File: config.mk
export PLATFORM = sky130hd
export DESIGN_NAME = branch_target_buffer
export DESIGN_NICKNAME = d
export VERILOG_FILES = /design/src/rtl/bp_pkg.sv /design/src/rtl/btb_mem.sv /design/src/rtl/branch_target_buffer.sv
export SDC_FILE = /design/constraint.sdc
export NUM_CORES = 1
export LEC_CHECK = 0
export ABC_AREA = 1
export BUFFER_PORTS_ARGS = -buffer_cell sky130_fd_sc_hd__buf_2
export CAP_MARGIN = 20
export CORE_ASPECT_RATIO = 1.4
export CORE_UTILIZATION = 30
export DETAILED_ROUTE_END_ITERATION = 10
export PLACE_DENSITY_LB_ADDON = 0.05
export SLEW_MARGIN = 20
export SYNTH_ARGS = -nofsm -noshare
export SYNTH_HDL_FRONTEND = slang
export SYNTH_HIERARCHICAL = 1
export SYNTH_SLANG_ARGS = --single-unit
File: constraint.sdc
create_clock -name clk -period 12.2 [get_ports clk]
set_input_delay 2.44 -clock clk [delete_from_list [all_inputs] [get_ports clk]]
set_output_delay 2.44 -clock clk [all_outputs]
set_load 0.1 [all_outputs]
File: src/rtl/bp_pkg.sv
// Shared branch-prediction package.
// Holds the 2-bit prediction-state encodings (also used by branch_unit),
// the BTB init/run state type, and PC -> index/tag extraction helpers.
// The helpers work on a wide PC and take the index width as an argument,
// so one definition serves any ENTRIES/PC_W combination. Callers cast
// the result down to their own index or tag width.
package bp_pkg;

  // Prediction-state encodings. Bit 1 set means "predict taken".
  localparam logic [1:0] CTRL_SNT = 2'b00;
  localparam logic [1:0] CTRL_WNT = 2'b01;
  localparam logic [1:0] CTRL_WT  = 2'b10;
  localparam logic [1:0] CTRL_ST  = 2'b11;
  localparam int         CTRL_TAKEN_BIT = 1;

  // Widest PC the helpers accept.
  localparam int PC_MAX_W = 64;

  typedef enum logic {INIT = 1'b0, RUN = 1'b1} btb_state_e;

  // index = pc[idx_w+1:2]
  function automatic logic [PC_MAX_W-1:0] bp_index(input logic [PC_MAX_W-1:0] pc,
                                                   input int idx_w);
    logic [PC_MAX_W-1:0] mask;
    mask = (PC_MAX_W'(1) << idx_w) - PC_MAX_W'(1);
    return (pc >> 2) & mask;
  endfunction

  // tag = pc[PC_W-1:idx_w+2]; the caller truncates to its tag width
  function automatic logic [PC_MAX_W-1:0] bp_tag(input logic [PC_MAX_W-1:0] pc,
                                                 input int idx_w);
    return pc >> (idx_w + 2);
  endfunction

endpackage

File: src/rtl/btb_mem.sv
// BTB entry array: one asynchronous read port, one synchronous write port.
// A write to the same index as the read in the same cycle is forwarded to
// the read data (write-first), so a lookup sees an update in its own cycle.
// Ports:
//   clk_i                         clock
//   we_i, widx_i                  write strobe / entry index
//   wvalid_i, wtag_i, wtarget_i,
//   wctrl_i                       write data
//   ridx_i                        read index
//   rvalid_o, rtag_o, rtarget_o,
//   rctrl_o                       read data (bypassed)
module btb_mem #(
  parameter int ENTRIES = 16,
  parameter int IDX_W   = 4,
  parameter int TAG_W   = 26,
  parameter int PC_W    = 32
) (
  input  logic             clk_i,
  input  logic             we_i,
  input  logic [IDX_W-1:0] widx_i,
  input  logic             wvalid_i,
  input  logic [TAG_W-1:0] wtag_i,
  input  logic [PC_W-1:0]  wtarget_i,
  input  logic [1:0]       wctrl_i,
  input  logic [IDX_W-1:0] ridx_i,
  output logic             rvalid_o,
  output logic [TAG_W-1:0] rtag_o,
  output logic [PC_W-1:0]  rtarget_o,
  output logic [1:0]       rctrl_o
);

  // No reset here: the top-level init sweep clears valid/ctrl.
  logic             valid_q  [ENTRIES];
  logic [TAG_W-1:0] tag_q    [ENTRIES];
  logic [PC_W-1:0]  target_q [ENTRIES];
  logic [1:0]       ctrl_q   [ENTRIES];

  always_ff @(posedge clk_i) begin
    if (we_i) begin
      valid_q[widx_i]  <= wvalid_i;
      tag_q[widx_i]    <= wtag_i;
      target_q[widx_i] <= wtarget_i;
      ctrl_q[widx_i]   <= wctrl_i;
    end
  end

  logic byp;
  assign byp = we_i && (widx_i == ridx_i);

  always_comb begin
    rvalid_o  = valid_q[ridx_i];
    rtag_o    = tag_q[ridx_i];
    rtarget_o = target_q[ridx_i];
    rctrl_o   = ctrl_q[ridx_i];
    if (byp) begin
      rvalid_o  = wvalid_i;
      rtag_o    = wtag_i;
      rtarget_o = wtarget_i;
      rctrl_o   = wctrl_i;
    end
  end

endmodule

File: src/rtl/branch_target_buffer.sv
// Direct-mapped branch target buffer for the fetch stage.
// A lookup presented in cycle N produces registered hit/taken/target/ctrl
// after edge N+1. Write-backs from branch_unit allocate unconditionally.
// After reset, valid bits are cleared one entry per cycle (INIT); lookups
// miss and updates are dropped until the sweep finishes and Ready rises.
// Ports:
//   clk, rst                     clock, synchronous active-high reset
//   LookupEn, LookupPC           lookup request
//   PcMatchValid, JumpTaken,
//   PredTarget, CtrlPred         registered lookup result
//   UpdEn, UpdPC, UpdTarget,
//   UpdCtrl                      write-back from branch_unit
//   Ready                        init sweep complete
module branch_target_buffer
  import bp_pkg::*;
#(
  parameter int ENTRIES = 16,
  parameter int PC_W    = 32
) (
  input  logic            clk,
  input  logic            rst,
  input  logic            LookupEn,
  input  logic [PC_W-1:0] LookupPC,
  output logic            PcMatchValid,
  output logic            JumpTaken,
  output logic [PC_W-1:0] PredTarget,
  output logic [1:0]      CtrlPred,
  input  logic            UpdEn,
  input  logic [PC_W-1:0] UpdPC,
  input  logic [PC_W-1:0] UpdTarget,
  input  logic [1:0]      UpdCtrl,
  output logic            Ready
);

  localparam int IDX_W = $clog2(ENTRIES);
  localparam int TAG_W = PC_W - IDX_W - 2;

  btb_state_e       state_q, state_d;
  logic [IDX_W-1:0] cnt_q, cnt_d;
  logic             clr;

  // FSM state register
  always_ff @(posedge clk) begin
    if (rst) begin
      state_q <= INIT;
      cnt_q   <= '0;
    end else begin
      state_q <= state_d;
      cnt_q   <= cnt_d;
    end
  end

  // Sweep: clear entry [cnt] each INIT cycle; counter wraps to 0 on exit.
  always_comb begin
    state_d = state_q;
    cnt_d   = cnt_q;
    clr     = 1'b0;
    case (state_q)
      INIT: begin
        clr   = 1'b1;
        cnt_d = cnt_q + 1'b1;
        if (cnt_q == IDX_W'(ENTRIES - 1)) state_d = RUN;
      end
      RUN:     state_d = RUN;
      default: state_d = INIT;
    endcase
  end

  // Address split
  logic [IDX_W-1:0] lk_idx, up_idx;
  logic [TAG_W-1:0] lk_tag, up_tag;
  assign lk_idx = IDX_W'(bp_index(PC_MAX_W'(LookupPC), IDX_W));
  assign lk_tag = TAG_W'(bp_tag(PC_MAX_W'(LookupPC), IDX_W));
  assign up_idx = IDX_W'(bp_index(PC_MAX_W'(UpdPC), IDX_W));
  assign up_tag = TAG_W'(bp_tag(PC_MAX_W'(UpdPC), IDX_W));

  // Single write port shared by the sweep (INIT) and write-backs (RUN).
  logic             upd_ok;
  logic             m_we, m_wvalid;
  logic [IDX_W-1:0] m_widx;
  logic [TAG_W-1:0] m_wtag;
  logic [PC_W-1:0]  m_wtarget;
  logic [1:0]       m_wctrl;

  assign upd_ok    = UpdEn && (state_q == RUN);
  assign m_we      = clr || upd_ok;
  assign m_widx    = clr ? cnt_q : up_idx;
  assign m_wvalid  = !clr;
  assign m_wtag    = clr ? '0 : up_tag;
  assign m_wtarget = clr ? '0 : UpdTarget;
  assign m_wctrl   = clr ? CTRL_SNT : UpdCtrl;

  logic             r_valid;
  logic [TAG_W-1:0] r_tag;
  logic [PC_W-1:0]  r_target;
  logic [1:0]       r_ctrl;

  btb_mem #(
    .ENTRIES(ENTRIES), .IDX_W(IDX_W), .TAG_W(TAG_W), .PC_W(PC_W)
  ) u_mem (
    .clk_i     (clk),
    .we_i      (m_we),
    .widx_i    (m_widx),
    .wvalid_i  (m_wvalid),
    .wtag_i    (m_wtag),
    .wtarget_i (m_wtarget),
    .wctrl_i   (m_wctrl),
    .ridx_i    (lk_idx),
    .rvalid_o  (r_valid),
    .rtag_o    (r_tag),
    .rtarget_o (r_target),
    .rctrl_o   (r_ctrl)
  );

  // Lookup result; tag compare uses bypassed data when an update aliases.
  logic            hit_d, taken_d, ready_d;
  logic [PC_W-1:0] target_d;
  logic [1:0]      ctrl_d;

  assign hit_d    = (state_q == RUN) && LookupEn && r_valid && (r_tag == lk_tag);
  assign taken_d  = hit_d && r_ctrl[CTRL_TAKEN_BIT];
  assign target_d = hit_d ? r_target : '0;
  assign ctrl_d   = hit_d ? r_ctrl : CTRL_SNT;
  assign ready_d  = (state_d == RUN);

  always_ff @(posedge clk) begin
    if (rst) begin
      PcMatchValid <= 1'b0;
      JumpTaken    <= 1'b0;
      PredTarget   <= '0;
      CtrlPred     <= CTRL_SNT;
      Ready        <= 1'b0;
    end else begin
      PcMatchValid <= hit_d;
      JumpTaken    <= taken_d;
      PredTarget   <= target_d;
      CtrlPred     <= ctrl_d;
      Ready        <= ready_d;
    end
  end

endmodule
# ---- Yosys cells after proc, flatten, opt, wreduce, memory -nomap -nowiden
# Memory sizes are Yosys's and may differ from the RTL's. A register that Yosys moved wholly into a read port is not among the register bits.
# Cells that the tools add are included.
# Widths: inputs -> output; s select.
dict set report totals {
  regBits 9
  mem_bits_rw 976
  inputBits 102
  output_inout_bits 37
  elab_cells 35
  memories 4
}
# name depth width rd rd_clocked_by_memory_dff write_ports line
set mem_list {}
lappend mem_list {u_mem.target_q 16 32 1 1 1 btb_mem.sv:35} ;# logic [PC_W-1:0] target_q [ENTRIES];
lappend mem_list {u_mem.tag_q 16 26 1 0 1 btb_mem.sv:34} ;# logic [TAG_W-1:0] tag_q [ENTRIES];
lappend mem_list {u_mem.ctrl_q 16 2 1 0 1 btb_mem.sv:36} ;# logic [1:0] ctrl_q [ENTRIES];
lappend mem_list {u_mem.valid_q 16 1 1 0 1 btb_mem.sv:33} ;# logic valid_q [ENTRIES];
dict set report op_classes {
  addsub 1
  eq_ne 3
  n_mux 12
  n_bitwise 2
  n_reduce_logical 8
}
# op count
set op_table {}
lappend op_table {{$mux 26} 2}
lappend op_table {{$mux 32} 1}
lappend op_table {{$eq 26x26->1} 1}
lappend op_table {{$logic_and 1x1->1} 6}
lappend op_table {{$mux 1} 5}
lappend op_table {{$add 4x1->4 const B} 1}
lappend op_table {{$eq 4x4->1} 1}
lappend op_table {{$eq 4x4->1 const B} 1}
lappend op_table {{$mux 2} 2}
lappend op_table {{$mux 4} 1}
lappend op_table {{$not 1->1} 2}
lappend op_table {{$pmux 1 s2} 1}
lappend op_table {{$reduce_or 2->1} 1}
lappend op_table {{$logic_or 1x1->1} 1}

# ---- Depth between registers and ports, before layout
# Gate-level depths: netlist (run 1).
dict set report logic_depth {
  ltp_word 8
  ltp_mapped 22
  depth_no_buf 17
}

# ---- Modules after synthesis
# Netlist (run 1), hierarchy kept.
# mod n_inst cells_each area_per_inst_um2 seq_area_each_um2
set modules_own_cells {}
lappend modules_own_cells {btb_mem 1 3452 40044.7 29308.1}
lappend modules_own_cells {branch_target_buffer 1 424 2522.4 820.8}

# ---- Worst setup path after synthesis (run 1)
# No wires, ideal clock.
dict set report synth_timing {
  path_kind {input-to-reg}
  from {in UpdPC[2]}
  to {mem u_mem.ctrl_q[0][0], enable pin}
  setup_ns 0.480
  arrival_time_ns 5.435
  required_time_ns 11.720
  path_slack_ns 6.285
  cell_stages 5
  path_buffers 0
  path_cell_list {nor2_1 -> nor2_1 -> inv_1 -> nand3_1 -> nor2_1}
}
dict set report synth_between {
  elab_chain_cells 1
}
# element line
set synth_lines {}
lappend synth_lines {{from (decl)} branch_target_buffer.sv:29} ;# input logic [PC_W-1:0] UpdPC,
lappend synth_lines {{$mux 4} branch_target_buffer.sv:87} ;# assign m_widx = clr ? cnt_q : up_idx;
lappend synth_lines {{named net m_widx[0]} branch_target_buffer.sv:80} ;# logic [IDX_W-1:0] m_widx;
lappend synth_lines {{to (decl)} btb_mem.sv:36}
# The timed path passes the listed nets, and every way through them passes these cells.

# ---- Worst setup path in the final report (run 1)
dict set report layout_timing {
  from {in LookupPC[4]}
  to {reg PredTarget[27], read port of u_mem.target_q}
}
dict set report layout_between {
  elab_chain_cells 7
  elab_cells_between_ends 11
  cone_classes {eq/ne: 2; mux: 2; bitwise: 1; reduce/logical: 4; memory: 2}
}
# element line
set layout_lines {}
lappend layout_lines {{from (decl)} branch_target_buffer.sv:23} ;# input logic [PC_W-1:0] LookupPC,
lappend layout_lines {{parallel branches: the longest is 2 deep, another holds $mem_v2 16x26} -}
lappend layout_lines {{$mux 26 (*)} btb_mem.sv:55} ;# if (byp) begin
lappend layout_lines {{named net r_tag[1]} branch_target_buffer.sv:94} ;# logic [TAG_W-1:0] r_tag;
lappend layout_lines {{$eq 26x26->1 (*)} branch_target_buffer.sv:120} ;# assign hit_d = (state_q == RUN) && LookupEn && r_valid && (r_tag == lk_tag);
lappend layout_lines {{$logic_and 1x1->1 (*)} branch_target_buffer.sv:120}
lappend layout_lines {{$not 1->1 (no source line) (*)} -}
lappend layout_lines {{$reduce_or 2->1 (no source line) (*)} -}
lappend layout_lines {{to (decl)} branch_target_buffer.sv:26} ;# output logic [PC_W-1:0] PredTarget,
# Mark *: on every way through the listed nets, which the timed path passes.
# A chain may end at the register's enable or synchronous reset.

==> metrics.yaml, run 1 <==
dpl-instance-area_mm2: 0.0451
tns_ns: 0
period_share: 0.552
hold-worst-slack_ns: 0.499
syn_nets: 3979
drive_above_1_share: 0.100
synth_top_family_by_area: "simple AND/OR/NAND/NOR gates"
syn_avg_cell_area_um2: 11.0
cts_buffers: 108
clkPwrFrac: 0.421
finalHoldViolCount: 0
path_buf_inv: 3
die_h_um: 448
coreArea_mm2: 0.141
synth_compound_area_frac: 0.00182
relSlewSlack: 0.255
clk_latency_ns: 0.72
syn_inst: 3876
max_stage_delay_ns: 0.79
hold_path.class: "reg -> reg"
vias: 28300
grt_pass1_vias: 28000
seqPwrFrac: 0.508
cts-resized-gates: 0
drtIter0Drc: 1668
crit_slowest_cell: "buf_4"
initial_core_util: 0.302
cp_max_fo: 55
synth.area.mux_share: 0
clock.fmax_mhz: 149
grt_first_pass_wirelength_um: 200000
wl_met1_um: 63500
dp_slack_ns: 4.65
postCtsHoldBufs: 0
synth_seq_area_share: 0.708
cts_tree: "done"
maxSlewViolCount: 0
design_area_mm2: 0.0485
place_hpwl_um: 69000
clockRootBuffer: "clkbuf_16"
critPathKind: "in -> reg"
antenna_found_initial: 3
top_layer: "met4"
crit_family: "simple AND/OR/NAND/NOR gates"
drt-vias-per-instance: 4.77
syn_area_mm2: 0.0426
intPower_mw: 5.79
layout.nets: 4047
wl_met3_um: 4100
num-fill-cells: 14200
port_buffers: 134
synthSimpleGateAreaFrac: 0.245
multi_input_area_mm2: 0.0107
swShare: 0.239
synthAdderAreaFrac: 0.000294
status: "complete, no violations"
drc: 0
p_per_area_mw_per_mm2: 157
path_clk_slew_ns: 0.06
dr_wl_met2_um: 69700
grt_start_max_net_pins: 169
rows: 163
yosys.area_share.xor_xnor: 0.000412
critPathRequiredTime_ns: 12.78
clock_tree.buffer_depth: 3
vdd_ir_drop_max_v: 0.000116
numClockSinks: 1017
fin_skew_ns: 0.0328
cap_violations: 0
crit_top_cell: "nand2_1"
cts_max_level: 3
synth_cell_type_count: 30
ys_warn_count: 6
post_cts_buffers: 0
p_comb_frac: 0.070
grt_usage: 0.194
rsz0062_at_grt: "no"
seq_area_mm2: 0.0301
dieArea_mm2: 0.143
worst_slack_ns: 5.47
worstSetupStartpointType: "primary input"
area_growth_syn_to_layout_pct: 13.9
place_congestion: 0.713
power_leakage_nw: 18.8
ant_nets: 0
die_w_um: 320
arrival_ns: 7.31
end_kind: "register"
setup_viol: 0
io_pins: 139
tightest_slew_ns: 1.12
ys_ff_latch: 1017
wire_per_inst_um: 23.6
worstPathCellList: "buf_6 > inv_6 > nand2_1 > a21oi_4 > buf_4 > nand4_1 > nand2_1 > nand2_1 > nand2_1 > nand2_1 > nor2_1 > nand3_4 > nor3_2"
fin_crit_ns: 6.73
grt_overflow: 0
dr.pass1.iters: 5
wirelength_um: 140000
switchingPower_mw: 1.81
## final timing paths
kind                                  start        endpoint  slack [ns]  depth (start not counted)
worst min-delay path               cnt_q[1]        cnt_q[1]        0.50                          2
worst min register to register     cnt_q[1]        cnt_q[1]        0.50                          2
worst max register to register        Ready  PredTarget[27]        6.91                         14
worst max-delay path            LookupPC[4]  PredTarget[27]        5.47                         13
## synth_stat cells
| library cell | number | share of area |
|---|---|---|
| a21oi_1 | 5 | 0.00059 |
| a21oi_2 | 1 | 0.00021 |
| a21oi_4 | 1 | 0.00038 |
| buf_1 | 23 | 0.0020 |
| buf_2 | 106 | 0.012 |
| buf_4 | 39 | 0.0069 |
| buf_6 | 12 | 0.0032 |
| clkbuf_1 | 61 | 0.0054 |
| dfxtp_1 | 41 | 0.019 |
| edfxtp_1 | 976 | 0.69 |
| ha_1 | 1 | 0.00029 |
| inv_1 | 161 | 0.014 |
| inv_2 | 4 | 0.00035 |
| inv_4 | 1 | 0.00015 |
| nand2_1 | 1557 | 0.14 |
| nand2_2 | 1 | 0.00015 |
| nand3_1 | 738 | 0.087 |
| nand3_2 | 1 | 0.00024 |
| nand4_1 | 61 | 0.0090 |
| nor2_1 | 39 | 0.0034 |
| nor2_2 | 1 | 0.00015 |
| nor3_1 | 8 | 0.00094 |
| nor3_2 | 29 | 0.0068 |
| nor4_1 | 1 | 0.00015 |
| o21ai_0 | 2 | 0.00024 |
| o21ai_1 | 1 | 0.00012 |
| o22ai_1 | 2 | 0.00029 |
| or2_2 | 1 | 0.00015 |
| xnor2_1 | 1 | 0.00021 |
| xor2_1 | 1 | 0.00021 |
## cells in the final DEF, fill, tap and decap left out, types with 2 or more instances in the layout
cell        Yosys  layout
clkinv_1        0      33
nor3_1          8       8
dfxtp_1        41      40
clkinvlp_4      0       3
edfxtp_1      976     976
a21oi_4         1       2
nor2_4          0      16
clkbuf_1       61      22
nor3_2         29      29
nor2_1         39      23
inv_8           0       2
clkinv_8        0       2
inv_1         161     160
clkbuf_16       0     111
bufinv_16       0       7
buf_2         106     130
buf_12          0       5
o21ai_0         2       2
nand3_4         0       2
a21oi_1         5       5
clkinv_2        0      21
o22ai_1         2       2
inv_4           1       3
buf_4          39      61
nand2_1      1557    1557
buf_8           0       2
inv_6           0       3
nand3_1       738     737
nand4_1        61      61
## worst min-delay path, delay by kind of cell (launching register included)
family / cells / cell delay (ns)
flip-flops: 1 / 0.33
AO/OA/AOI/OAI: 1 / 0.06
AND/OR/NAND/NOR: 1 / 0.07
## cells by family after synthesis
| family | count (synthesis) |
|---|---|
| adders and majority gates | 1 |
| xor gates and xnor gates | 2 |
| and+or+nand+nor | 2437 |
| buffers and inverters | 407 |
| AOI/OAI and AO/OA | 12 |
| DFF | 1017 |
## registers in the layout (all words and copies together) (netlist names)
| name | cells |
|---|---|
| PredTarget | 32 |
| cnt_q | 4 |
| u_mem/target_q | 512 |
| Ready | 1 |
| CtrlPred | 2 |
| u_mem/tag_q | 416 |
| u_mem/valid_q | 16 |
| PcMatchValid | 1 |
| u_mem/ctrl_q | 32 |
| JumpTaken | 1 |
## power groups by stage
stage / combinational (mW) / sequential [mW] / clock, mW
after floorplan: 0.325 / 3.94 / 0
after global placement: 0.549 / 3.94 / 0
after detailed placement: 0.549 / 3.94 / 0
after CTS: 0.550 / 3.87 / 3.31
after global routing: 0.593 / 3.87 / 3.43
final: 0.535 / 3.87 / 3.20
## cell type report
type / count / share of cell area
Sequential cell: 1017 / 0.622
Tap cell: 1897 / 0.0490
Multi-Input combinational cell: 2452 / 0.220
Inverter: 166 / 0.0134
Timing Repair Buffer: 199 / 0.0258
Clock inverter: 68 / 0.0106
Antenna cell: 1 / 0.0000516
Clock buffer: 134 / 0.0593
## per-layer routing
| layer | up-vias | GRT usage |
|---|---|---|
| met2 | 488 | 0.338 |
| met1 | 14300 | 0.255 |
| met4 | 0 | 0.0547 |
| met5 | - | 0 |
| met3 | 145 | 0.0192 |
| li1 | 13400 | - |
## through the flow
stage               power, mW  utilization  instances
global route             7.89        0.344       5934
finish                   7.60        0.344       5934
floorplan                4.27            -       3876
detailed placement       4.49        0.320       5731
global placement         4.49        0.320       5731
CTS                      7.73        0.344       5933
Note: power is estimated with default switching activity, not from simulation.
==> inputs of run 2 (changes only) <==
Settings changed: ABC_AREA 1 to 0.
Clock period 12.2 ns to 6.8 ns, I/O delays scaled along.
==> run 2 against run 1 <==
Global-route usage fell by 2.4 points. Register-to-register slack got worse by 5.0 ns. Clock-buffer cell count rose by 3. Combinational power rose by 39%. Non-clock buffer count rose by 2. Wire length fell by 20%. Worst hold slack improved by 0.030 ns. Utilization rose by 0.97 points. Via count fell by 33%. Design area fell by 4.7%. Highest routed layer unchanged. Critical endpoint is now PredTarget[15]. Synthesized area fell by 7.3%.
==> metrics.yaml, run 2 <==
status: "complete, no violations"
tightest_slew_ns: 1.03  # -0.0840 ns
clockRootBuffer: "clkbuf_16"
clock_tree.buffer_depth: 3  # unchanged
setup_viol: 0  # unchanged
synth_top_area_cell: "edfxtp_1"
fin_util: 0.354  # +0.00973
cts_tree: "done"
multi_input_area_mm2: 0.00881  # -18%
num-fill-cells: 12200  # -14%
clk_latency_ns: 0.72  # about the same
synth-edff-count: 976  # unchanged
hold_path.class: "reg -> reg"
synthSimpleGateAreaFrac: 0.0301  # -0.215
post_cts_buffers: 0  # unchanged
drtIter0Drc: 1333  # -20%
drc: 0  # unchanged
num_antenna_cells: 0  # -1
coreArea_mm2: 0.131  # -7.3%
r2r_start: "Ready"
io_pins: 139  # unchanged
syn_avg_cell_area_um2: 21.6  # +97%
area_growth_syn_to_layout_pct: 17.1
fin_skew_ns: 0.0349  # +0.00215 ns
r2r_setup_slack_ns: 1.95  # -4.96 ns
synth_seq_area_share: 0.763  # +0.0557
drt-vias-per-instance: 4.88  # +2.3%
cts-resized-gates: 0  # unchanged
cp_max_fo: 38  # -31%
reg_top3: "u_mem/target_q: 512 flops, u_mem/tag_q: 416 flops"
drive_above_1_share: 0.341  # +0.241
yosys.area_share.xor_xnor: 0.00732  # +0.00691
critPathRequiredTime_ns: 7.40  # -5.38 ns
synthAdderAreaFrac: 0.000317  # +0.0000231
syn_inst: 1824  # -53%
synth_top_area_frac: 0.743  # +0.0542
numClockSinks: 1017  # unchanged
die_w_um: 309  # -3.7%
max_stage_delay_ns: 0.85  # +0.06 ns
synthTopCellsByCount: "edfxtp_1, mux4_2, a22oi_1"
worstSetupStartpointType: "primary input"
finalHoldViolCount: 0  # unchanged
grt_first_pass_wirelength_um: 157000  # -21%
crit_slowest_cell: "nand3_4"
async_reset_ff_frac: 0  # unchanged
end_kind: "register"
antenna_found_initial: 4  # +1
yosys-top-cells-area: "edfxtp_1, mux4_2, a22oi_1, dfxtp_1, mux2_2"
hold_end: "Ready"
hold-worst-slack_ns: 0.529  # +0.0301 ns
postCtsHoldBufs: 0  # unchanged
cap_violations: 0  # unchanged
die_h_um: 431  # -3.7%
vdd_ir_drop_max_v: 0.000184  # +58%
ys_ff_latch: 1017  # unchanged
rows: 157  # -3.7%
grt_pass1_vias: 20900  # -25%
vias: 18900  # -33%
wire_per_inst_um: 28.8  # +22%
place_hpwl_um: 57900  # -16%
fin_crit_ns: 4.91
rr_endpoint: "PredTarget[15]"
dr.pass1.iters: 5  # unchanged
maxSlewViolCount: 0  # unchanged
power_leakage_nw: 15.6  # -17%
seq_area_mm2: 0.0301  # unchanged
crit_family: "simple AND/OR/NAND/NOR gates"
cts_buffers: 107  # -0.93%
grt_usage: 0.170  # -0.0241
r2r_cells: 9  # -5
final_common_cell: "edfxtp_1"
path_buf_inv: 2  # -1
hold_start: "cnt_q[3]"
dp_cells: 3670  # -36%
arrival_ns: 5.51  # -1.80 ns
worstPathCellList: "buf_8 > buf_12 > mux4_2 > a22oi_1 > nand2_1 > mux2_2 > xor2_1 > nor4_1 > nand3_4 > nor3_1"
grt_start_max_net_pins: 62  # -63%
final_cells: 3872  # -35%
place_congestion: 0.699  # -1.9%
syn_area_mm2: 0.0395  # -7.3%
ant_nets: 0  # unchanged
p_per_area_mw_per_mm2: 297  # +90%
path_clk_slew_ns: 0.06  # about the same
period_share: 0.722
synth.area.mux_share: 0.159  # +0.159
dieArea_mm2: 0.133  # -7.3%
final_cell_mix: "edfxtp_1, mux4_2, buf_2"
synth_cell_type_count: 31  # +3.3%
clock.fmax_mhz: 204
synth_top_family_by_area: "multiplexers"
ys_warn_count: 6  # unchanged
min_path_cells: 2  # unchanged
layout.nets: 2133  # -47%
rsz0062_at_grt: "no"
relSlewSlack: 0.311  # +0.0560
largest_reg_flops: 512  # unchanged
initial_core_util: 0.302  # about the same
grt_overflow: 0  # unchanged
synth_compound_area_frac: 0.0230  # +0.0212
yosysMostFrequentCell: "edfxtp_1"
top_register: "u_mem/target_q"
critPathKind: "in -> reg"
wirelength_um: 111000  # -20%
synth_flop_cell: "edfxtp_1"
cts_max_level: 3  # unchanged
syn_nets: 1927  # -52%
port_buffers: 134  # unchanged
## run 2: worst max-delay path by stage
stage / from / to / cells past startpoint
floorplan: Ready / u_mem/ctrl_q[4][0] / 5
global placement: LookupPC[2] / PredTarget[14] / 10
CTS: Ready / PredTarget[15] / 9
finish: LookupPC[2] / PredTarget[15] / 10
global route: LookupPC[2] / CtrlPred[1] / 10
detailed placement: LookupPC[2] / PredTarget[15] / 10
## run 2: kinds of logic after synthesis
| group | Yosys count |
|---|---|
| flops | 1017 |
| xor+xnor | 33 |
| fa+ha+maj | 1 |
| mux | 311 |
| compound gates | 121 |
| buf+inv | 138 |
| simple gates | 203 |
## run 2: cell type report
class / instances / share of cell area
repair buffers: 201 / 0.0285
inverters: 34 / 0.00276
clock buffers: 137 / 0.0628
multi-input cells: 669 / 0.191
clock inverters: 65 / 0.0157
well taps: 1749 / 0.0474
flip-flops and latches: 1017 / 0.652
## run 2: where the power goes
| group | switching, mW | total [mW] | internal (mW) |
|---|---|---|---|
| registers | 0.0261 | 6.94 | 6.91 |
| logic | 0.447 | 0.746 | 0.299 |
| clock network | 2.48 | 6.06 | 3.58 |
| total | 2.95 | 13.7 | 10.8 |
## run 2: layer usage
metal | vias to the layer above | global-route usage | part of all wire | wire length [um]
li1 | 7980 | - | - | -
met1 | 10400 | 0.231 | 0.45 | 50000
met2 | 383 | 0.285 | 0.50 | 55500
met3 | 127 | 0.0217 | 0.034 | 3840
met4 | 0 | 0.0493 | 0.020 | 2220
met5 | - | 0 | 0 | 0
## run 2: worst min-delay path: stages, from the launching register on
cell and delay, ns:
dfxtp_1 0.32, a31oi_1 0.13, nor2_1 0.04
## run 2: stage by stage
stage | cell area, um^2 | setup WS (ns) | TNS [ns] | power [mW]
after floorplan | 39500 | -0.315 | -57.04 | 7.53
final | 46200 | 1.89 | 0 | 13.7
after global routing | 46200 | 1.62 | 0 | 14.2
after detailed placement | 42600 | 1.03 | 0 | 7.84
after CTS | 46200 | 1.76 | 0 | 14.0
after global placement | 42600 | 1.11 | 0 | 7.84
==> inputs of run 3 (changes only) <==
Clock period 6.8 ns to 4.39 ns, I/O delays scaled along.
==> run 3 against run 2 <==
Clock-buffer cell count fell by 5. Total power grew 50%. Non-clock buffer count is 30 higher. Critical path depth grew 1. Clock power up 43%. Final cell count is 0.57% higher. Register-to-register slack got worse by 1.3 ns. Utilization increased by 0.097 points. Design area increased by 0.27%. Largest cell class unchanged. Highest routed layer is now met5.
==> metrics.yaml, run 3 (synthesis gave the netlist of run 2 again) <==
status: "complete, no violations"
dp_cells: 3700  # +0.82%
area_growth_syn_to_layout_pct: 17.4
drive_above_1_share: 0.347  # +0.00568
worstPathCellList: "mux2_2 > xor2_1 > nor4_4 > buf_12 > mux2_2 > xor2_1 > nor4_1 > buf_4 > nand4_1 > buf_12 > nor3_1"
met1_usage: 0.234  # +0.00323
dp_slack_ns: 0.0596  # -0.967 ns
fin_crit_ns: 3.70
largest_reg_flops: 512  # unchanged
vdd_ir_drop_max_v: 0.000301  # +64%
clk_latency_ns: 0.70  # -0.02 ns
layout.nets: 2161  # +1.3%
vias: 19000  # +0.85%
dpl-instance-area_mm2: 0.0430  # +1.1%
worst_slack_ns: 0.689  # -1.20 ns
io_pins: 139  # unchanged
rows: 157  # unchanged
hold_path.class: "in -> reg"
numClockSinks: 1017  # unchanged
cts-resized-gates: 0  # unchanged
critPathKind: "reg -> reg"
worstSetupStartpointType: "register"
place_hpwl_um: 58400  # +0.81%
dieArea_mm2: 0.133  # unchanged
hold-worst-slack_ns: 0.422  # -0.108 ns
grt.met3_usage: 0.0205  # -0.00123
drtIter0Drc: 1344  # +0.83%
crit_family: "simple AND/OR/NAND/NOR gates"
design_area_mm2: 0.0463  # +0.27%
grt_pass1_vias: 21200  # +1.5%
power_leakage_nw: 15.6  # +0.34%
place_congestion: 0.689  # -1.5%
final_cells: 3894  # +0.57%
clock.fmax_mhz: 270
tns_ns: 0  # unchanged
fin_util: 0.355  # +0.000968
critPathRequiredTime_ns: 4.98  # -2.42 ns
p_total_mw: 20.6  # +50%
coreArea_mm2: 0.131  # unchanged
cap_violations: 0  # unchanged
drt-vias-per-instance: 4.89  # +0.28%
clockRootBuffer: "clkbuf_16"
ant_nets: 0  # unchanged
wire_per_inst_um: 28.8  # about the same
tightest_slew_ns: 0.969  # -0.0634 ns
die_h_um: 431  # unchanged
cts_tree: "done"
path_buf_inv: 3  # +1
drc: 0  # unchanged
clock_tree.buffer_depth: 3  # unchanged
rsz0062_at_grt: "no"
postCtsHoldBufs: 0  # unchanged
top_register: "u_mem/target_q"
grt_overflow: 0  # unchanged
end_kind: "register"
max_stage_delay_ns: 0.47  # -0.38 ns
cp_max_fo: 36  # -5.3%
cts_max_level: 3  # unchanged
maxSlewViolCount: 0  # unchanged
dr.pass1.iters: 5  # unchanged
grt_start_max_net_pins: 64  # +3.2%
period_share: 0.843
wirelength_um: 112000  # +0.65%
antenna_found_initial: 3  # -1
grt_busiest_layer: "met2"
cts_buffers: 105  # -1.9%
relSlewSlack: 0.354  # +0.0423
setup_viol: 0  # unchanged
final_common_cell: "edfxtp_1"
finalHoldViolCount: 0  # unchanged
grt_util_met2: 0.291  # +0.00623
die_w_um: 309  # unchanged
final_cell_mix: "edfxtp_1, mux4_2, buf_2"
grt_usage: 0.172  # +0.00197
post_cts_buffers: 0  # unchanged
port_buffers: 134  # unchanged
arrival_ns: 4.29  # -1.22 ns
reg_top3: "u_mem/target_q: 512 flops, u_mem/tag_q: 416 flops"
p_per_area_mw_per_mm2: 445  # +50%
grt_first_pass_wirelength_um: 160000  # +1.4%
path_clk_slew_ns: 0.07  # about the same
fin_skew_ns: 0.0290  # -0.00593 ns
initial_core_util: 0.302  # unchanged
crit_slowest_cell: "mux2_2"
[run 3: cell count changes in the layout (fill, tap and decap cells not counted), sizes merged]
cell,before,now
buf,201,231
inv,37,35
clkbuf,137,132
bufinv,15,7
diode,0,2
clkinv,45,50
[run 3: routing by layer]
| layer | share of wire | wire length (um) |
|---|---|---|
| met1 | 0.45 | 50000 |
| met2 | 0.50 | 56500 |
| met3 | 0.032 | 3600 |
| met4 | 0.018 | 2010 |
| met5 | 0.000098 | 11 |
[run 3: power by group]
| part | switching, mW | internal [mW] |
|---|---|---|
| logic | 0.705 | 0.487 |
| registers | 0.0401 | 10.7 |
| clock network | 3.75 | 4.94 |
[run 3: final cells by class]
class	instances	area, um^2
clock buffer	132	2820
fill	12200	84300
timing repair buffer	231	1760
tap	1749	2190
antenna	2	5.00
inverter	34	128
clock inverter	60	472
multi-input combinational	669	8830
sequential	1017	30100
[run 3: worst paths after layout]
path                            startpoint             end  slack (ns)  cells after the start
worst max-delay path                 Ready  PredTarget[13]        0.69                     11
worst min-delay path                   rst           Ready        0.42                      2
worst max register to register       Ready  PredTarget[13]        0.69                     11
worst min register to register    cnt_q[3]           Ready        0.54                      2
